--- src/rtl/fifo_arb_pkg.sv ---
// Shared definitions for the FIFO write-port arbiter: FSM encoding,
// a constant-foldable clog2 helper and the statistics counter width.
package fifo_arb_pkg;

    typedef enum logic {
        IDLE  = 1'b0,
        BURST = 1'b1
    } arb_state_t;

    localparam int STAT_W = 16;

    // Smallest r such that 2**r >= value; usable in port and parameter widths.
    function automatic int clog2(input int value);
        int r;
        r = 0;
        for (int i = 0; i < 31; i++) begin
            if ((32'sd1 << i) < value) begin
                r = i + 1;
            end
        end
        return r;
    endfunction

endpackage

--- src/rtl/fifo_wr_arbiter_rr_pick.sv ---
// Combinational round-robin picker: returns the first asserted request
// searching upward from last+1, wrapping modulo NREQ. The last index itself
// is searched last, so a lone requester can win again.
module rr_pick
    import fifo_arb_pkg::*;
#(
    parameter int NREQ = 4
) (
    input  logic [NREQ-1:0]        req,
    input  logic [clog2(NREQ)-1:0] last,
    output logic [clog2(NREQ)-1:0] next,
    output logic                   found
);

    localparam int IW = clog2(NREQ);

    logic [IW-1:0] idx;

    // Scan candidates in priority order and keep the first hit.
    always_comb begin
        // NOTE: every output of a combinational block gets a default before any
        // conditional assignment; otherwise synthesis infers a latch.
        next  = last;
        found = 1'b0;
        idx   = '0;
        for (int k = 1; k <= NREQ; k++) begin
            idx = IW'((int'(last) + k) % NREQ);
            if (!found && req[idx]) begin
                found = 1'b1;
                next  = idx;
            end
        end
    end

endmodule

--- src/rtl/fifo_wr_arbiter.sv ---
// Round-robin burst arbiter for the write port of the async FIFO.
// Lives entirely in the wclk domain; wfull is honoured combinationally.
// A grant lasts until a beat with last set or MAX_BURST accepted beats.
// Optional feature: define FIFO_WR_ARB_STATS_EN to add the stat_beats port,
// one 16-bit wrapping accepted-beat counter per requester.
module fifo_wr_arbiter
    import fifo_arb_pkg::*;
#(
    parameter int NREQ      = 4,
    parameter int DSIZE     = 8,
    parameter int MAX_BURST = 16
) (
    input  logic                   wclk,
    input  logic                   wrst,
    input  logic [NREQ-1:0]        req_valid,
    input  logic [NREQ*DSIZE-1:0]  req_data,
    input  logic [NREQ-1:0]        req_last,
    output logic [NREQ-1:0]        req_ready,
    input  logic                   arb_en,
    input  logic                   wfull,
    output logic                   winc,
    output logic [DSIZE-1:0]       wdata,
    output logic [clog2(NREQ)-1:0] gnt_id,
    output logic                   busy
`ifdef FIFO_WR_ARB_STATS_EN
    ,
    output logic [NREQ*STAT_W-1:0] stat_beats
`endif
);

    localparam int IW = clog2(NREQ);
    localparam int CW = clog2(MAX_BURST + 1);

    arb_state_t    state_q, state_d;
    logic [IW-1:0] gnt_q, gnt_d;
    logic [CW-1:0] cnt_q, cnt_d;
    logic [IW-1:0] pick_idx;
    logic          pick_found;
    logic          xfer;

    rr_pick #(
        .NREQ (NREQ)
    ) u_pick (
        .req   (req_valid),
        .last  (gnt_q),
        .next  (pick_idx),
        .found (pick_found)
    );

    // State register: FSM state, current/last grant and beat count.
    always_ff @(posedge wclk) begin
        // NOTE: sequential state uses non-blocking assignments so every
        // register samples its pre-edge inputs, independent of statement order.
        if (wrst) begin
            state_q <= IDLE;
            gnt_q   <= IW'(NREQ - 1);
            cnt_q   <= '0;
        end else begin
            state_q <= state_d;
            gnt_q   <= gnt_d;
            cnt_q   <= cnt_d;
        end
    end

    // Next-state logic plus the combinational handshake toward the FIFO.
    always_comb begin
        state_d   = state_q;
        gnt_d     = gnt_q;
        cnt_d     = cnt_q;
        xfer      = (state_q == BURST) && req_valid[gnt_q] && !wfull;
        winc      = xfer;
        req_ready = '0;
        req_ready[gnt_q] = xfer;

        unique case (state_q)
            IDLE: begin
                if (arb_en && pick_found) begin
                    gnt_d   = pick_idx;
                    cnt_d   = '0;
                    state_d = BURST;
                end
            end
            BURST: begin
                if (xfer) begin
                    if (req_last[gnt_q] || (cnt_q == CW'(MAX_BURST - 1))) begin
                        // Release; the count is cleared so it never reaches MAX_BURST.
                        cnt_d   = '0;
                        state_d = IDLE;
                    end else begin
                        cnt_d = cnt_q + 1'b1;
                    end
                end
            end
        endcase
    end

    assign wdata  = req_data[int'(gnt_q) * DSIZE +: DSIZE];
    assign gnt_id = gnt_q;
    assign busy   = (state_q == BURST);

`ifdef FIFO_WR_ARB_STATS_EN
    logic [STAT_W-1:0] stat_q [NREQ];

    // Per-requester accepted-beat counters, wrapping at 2**STAT_W.
    always_ff @(posedge wclk) begin
        // NOTE: this array is architectural state read by software, so it is
        // reset explicitly; plain data storage arrays normally stay unreset.
        if (wrst) begin
            for (int i = 0; i < NREQ; i++) begin
                stat_q[i] <= '0;
            end
        end else begin
            for (int i = 0; i < NREQ; i++) begin
                if (req_ready[i]) begin
                    stat_q[i] <= stat_q[i] + 1'b1;
                end
            end
        end
    end

    // Flatten the counters onto the output bus.
    always_comb begin
        stat_beats = '0;
        for (int i = 0; i < NREQ; i++) begin
            stat_beats[i*STAT_W +: STAT_W] = stat_q[i];
        end
    end
`endif

endmodule

--- config.mk ---
export PLATFORM = sky130hd
export DESIGN_NAME = fifo_wr_arbiter
export DESIGN_NICKNAME = d
export VERILOG_FILES = /design/src/rtl/fifo_arb_pkg.sv /design/src/rtl/fifo_wr_arbiter_rr_pick.sv /design/src/rtl/fifo_wr_arbiter.sv
export SDC_FILE = /design/constraint.sdc
export NUM_CORES = 1
export LEC_CHECK = 0
export CAP_MARGIN = 5
export CORE_ASPECT_RATIO = 0.75
export CORE_UTILIZATION = 37
export DETAILED_ROUTE_END_ITERATION = 10
export PLACE_DENSITY = 0.8
export SLEW_MARGIN = 25
export SYNTH_ARGS = -nofsm -noshare
export SYNTH_HDL_FRONTEND = slang
export SYNTH_SLANG_ARGS = --single-unit
--- constraint.sdc ---
create_clock -name wclk -period 2.64 [get_ports wclk]
set_input_delay 0.396 -clock wclk [delete_from_list [all_inputs] [get_ports wclk]]
set_output_delay 0.396 -clock wclk [all_outputs]
set_load 0.005 [all_outputs]
==> qor.csv <==
stage,metric,value,unit
synth,Synth area leaders,"mux4_2 25%, dfxtp_1 16%, ha_1 7.7%",
synth,post-synth top area cell,mux4_2,
synth,Syn Nets,148,
worst_setup_path,Critical Path Source Type,input port,
worst_setup_path,R2R Setup Slk,0.54,ns
power,Clock power frac,12.5,%
clock_tree,Worst-path clk slew,0.05,ns
sta,headroom to the max-slew limit,74.8,%
cells_and_area,nets@finish,213,
floorplan,core area,2400,um^2
grt,total track usage,21.6,%
sta,final hold vios,0,
place,port buffer count,59,
clock_tree,Worst-Skew Late Latency,0.26,ns
cells_and_area,FF/Latch Area,160,um^2
grt,vias in the first global route,942,
synth,"EDFF count, synth",0,
clock_tree,Root Driver,clkbuf_4,
hold_path,hold depth,2,
power,fraction of power consumed by sequential logic,18.6,%
job,Max Cap Viol,0,
route,DRC violations left,0,
route,WL per Instance,14.3,um
place,placed cell areas,1650,um^2
clock_tree,post-CTS sizing,0,
worst_setup_path,worst reg2reg path startpoint,gnt_id[0],
power,LEAKAGE,0.658,nW
hold_path,WHS Endpoint,cnt_q[1],
synth,register area share after synthesis,16.4,%
sta,Slew @ Worst Pin,0.378,ns
worst_setup_path,r2r worst-path depth,7,
route,antenna-violating nets left,0,
cells_and_area,area taken by multi-input logic gates,758,um^2
grt,met3 GRT Util,4.78,%
floorplan,die width,61.4,um
clock_tree,hold_buf cts,0,
synth,Yosys reg bits,8,
hold_path,Hold Startpoint,cnt_q[1],
grt,global-route wire length before repair,4.40,mm
floorplan,chip height,46.5,um
grt,initial antenna violation count,0,
worst_setup_path,Reg-to-Reg End,gnt_id[1],
power,Peak VDD IR,274,uV
cells_and_area,# diodes,0,
clock_tree,TritonCTS clock tree,built,
worst_setup_path,WP data arrival,2.11,ns
floorplan,Cell Rows,15,
cells_and_area,layout cells sized above 1,16.8,%
synth,ys flop type,dfxtp_1,
sta,Final min period,2.51,ns
place,GPL Wtd Cong,0.804,
synth,Post-synth ARST share,0,%
power,Switch Pwr,0.000254,W
cells_and_area,Final Cell Area,1670,um^2
sta,unrepaired setup endpoints after global routing,false,
floorplan,I/O pin count,60,
worst_setup_path,CP Capture Type,output port,
run_status,status,"complete, no violations",
route,initial DRC count,64,
cells_and_area,Post-Layout Cell Count,195,
grt,met1 usage,26.1,%
sta,fin. max-slew vios,0,
route,DR pass1 iterations,4,
place,dpl cells,192,
grt,met2 Usage GRT,39.3,%
power,Pint,0.000504,W
route,routed wire length,2.79,mm
grt,largest net degree at the start of global routing,25,
synth,"Warnings, synthesis",0,
floorplan,Die Area,2860,um^2
floorplan,starting density of the core,40.7,%
synth,cell area after synthesis,978,um^2
clock_tree,clk sink count,8,
cells_and_area,most frequent cells in the layout,"59 x clkdlybuf4s50_1, 11 x mux4_2, 8 x dfxtp_1",
cells_and_area,layout filler cell count,205,
power,Sw Ratio,33.5,%
synth,synth unique cells,36,
clock_tree,H-tree levels,1,
synth,top cell type's share of synthesized area,25.3,%
sta,WHS,0.492,ns
cells_and_area,Layout area overhead,70.6,%
hold_path,HP Class,register to register,
clock_tree,Clock Path Buffers,2,
sta,Final Cycle Share,95.1,%
sta,fmax,398,MHz
route,total number of vias,1045,
worst_setup_path,critical path required time,2.24,ns
cells_and_area,"commonest non-fill, non-tap cell in the layout",clkdlybuf4s50_1,
sta,setup violators final,0,
power,PD cells,454,nW/um^2
sta,clock skew,0.00232,ns
clock_tree,Post-CTS Setup Inserts,0,
sta,sum of negative setup slack,0,ns
place,dpl hpwl,2.31,mm
worst_setup_path,"Max FO, Critical Path",6,
power,Gate power share,68.9,%
worst_setup_path,WS Path Type,input port to output port,
synth,Cells after Synth,98,
clock_tree,CTS Buf Count,3,
sta,PnR worst setup slack,0.129,ns
route,vias per std cell,5.36,
synth,syn_area_per_cell,9.98,um^2
grt,busiest metal layer after global routing,met2,
place,pre-CTS worst setup slack,0.119,ns
grt,global route overflow,0,
## registers in the layout (all words and copies together), names as in the netlist
register and count:
cnt_q 5, gnt_id 2, busy 1
## kinds of logic after synthesis
logic type,after synthesis,share of synthesized area [%]
simple gates,30,16.4
compound gates,22,17.0
mux,18,35.6
buf+inv,13,6.14
flops,8,16.4
fa+ha+maj,6,7.67
xor+xnor,1,0.895
## stage by stage
stage | utilization (%) | power [W]
finish | 69.5 | 0.000758
global route | 69.5 | 0.000818
CTS | 69.5 | 0.000768
detailed placement | 68.5 | 0.000669
global placement | 68.5 | 0.000654
floorplan | - | 0.000446
## synth_stat cells (2+ instances only)
| cell | count |
|---|---|
| a21oi_1 | 7 |
| and2_1 | 4 |
| buf_2 | 3 |
| clkbuf_1 | 2 |
| dfxtp_1 | 8 |
| ha_1 | 6 |
| inv_1 | 6 |
| mux2i_1 | 4 |
| mux4_2 | 11 |
| nand2_1 | 5 |
| nand2b_1 | 2 |
| nand3_1 | 3 |
| nor2_1 | 7 |
| nor2b_1 | 3 |
| nor3_1 | 2 |
| o21a_1 | 2 |
| o21ai_1 | 2 |
| o32ai_1 | 3 |
## routing by layer
metal  up-vias  wire, um
met3         2       113
li1        506         -
met2        35      1460
met5         -         0
met4         0        17
met1       502      1200
## worst max path at each step
stage                    to  cells after the start    startpoint
2_1_floorplan     gnt_id[1]                      8     gnt_id[1]
3_3_place_gp   req_ready[3]                      7  req_valid[1]
3_5_place_dp   req_ready[3]                      7  req_valid[1]
4_1_cts        req_ready[3]                      7  req_valid[1]
5_1_grt        req_ready[3]                      7  req_valid[1]
6_report       req_ready[3]                      7  req_valid[1]
## layout make-up
class                   instances  share of cell area (%)
well taps                      34                    2.55
inverters                       6                    1.35
repair buffers                 67                    39.7
clock buffers                   3                    1.35
multi-input cells              77                    45.4
flip-flops and latches          8                    9.60
## critical path: stages
cell and delay [ns]:
clkdlybuf4s50_1 0.41, mux2_2 0.30, o21ai_1 0.20, a21oi_1 0.06, buf_4 0.15, and2_1 0.15, clkdlybuf4s50_1 0.44
## power by group through the flow
stage | combinational, W | sequential [W] | clock (W)
3_3_place_gp | 0.000510 | 0.000143 | 0
2_1_floorplan | 0.000298 | 0.000148 | 0
6_report | 0.000522 | 0.000141 | 0.0000947
4_1_cts | 0.000527 | 0.000141 | 0.0000995
3_5_place_dp | 0.000525 | 0.000144 | 0
5_1_grt | 0.000567 | 0.000143 | 0.000107
Power figures use the tool's default switching activity.
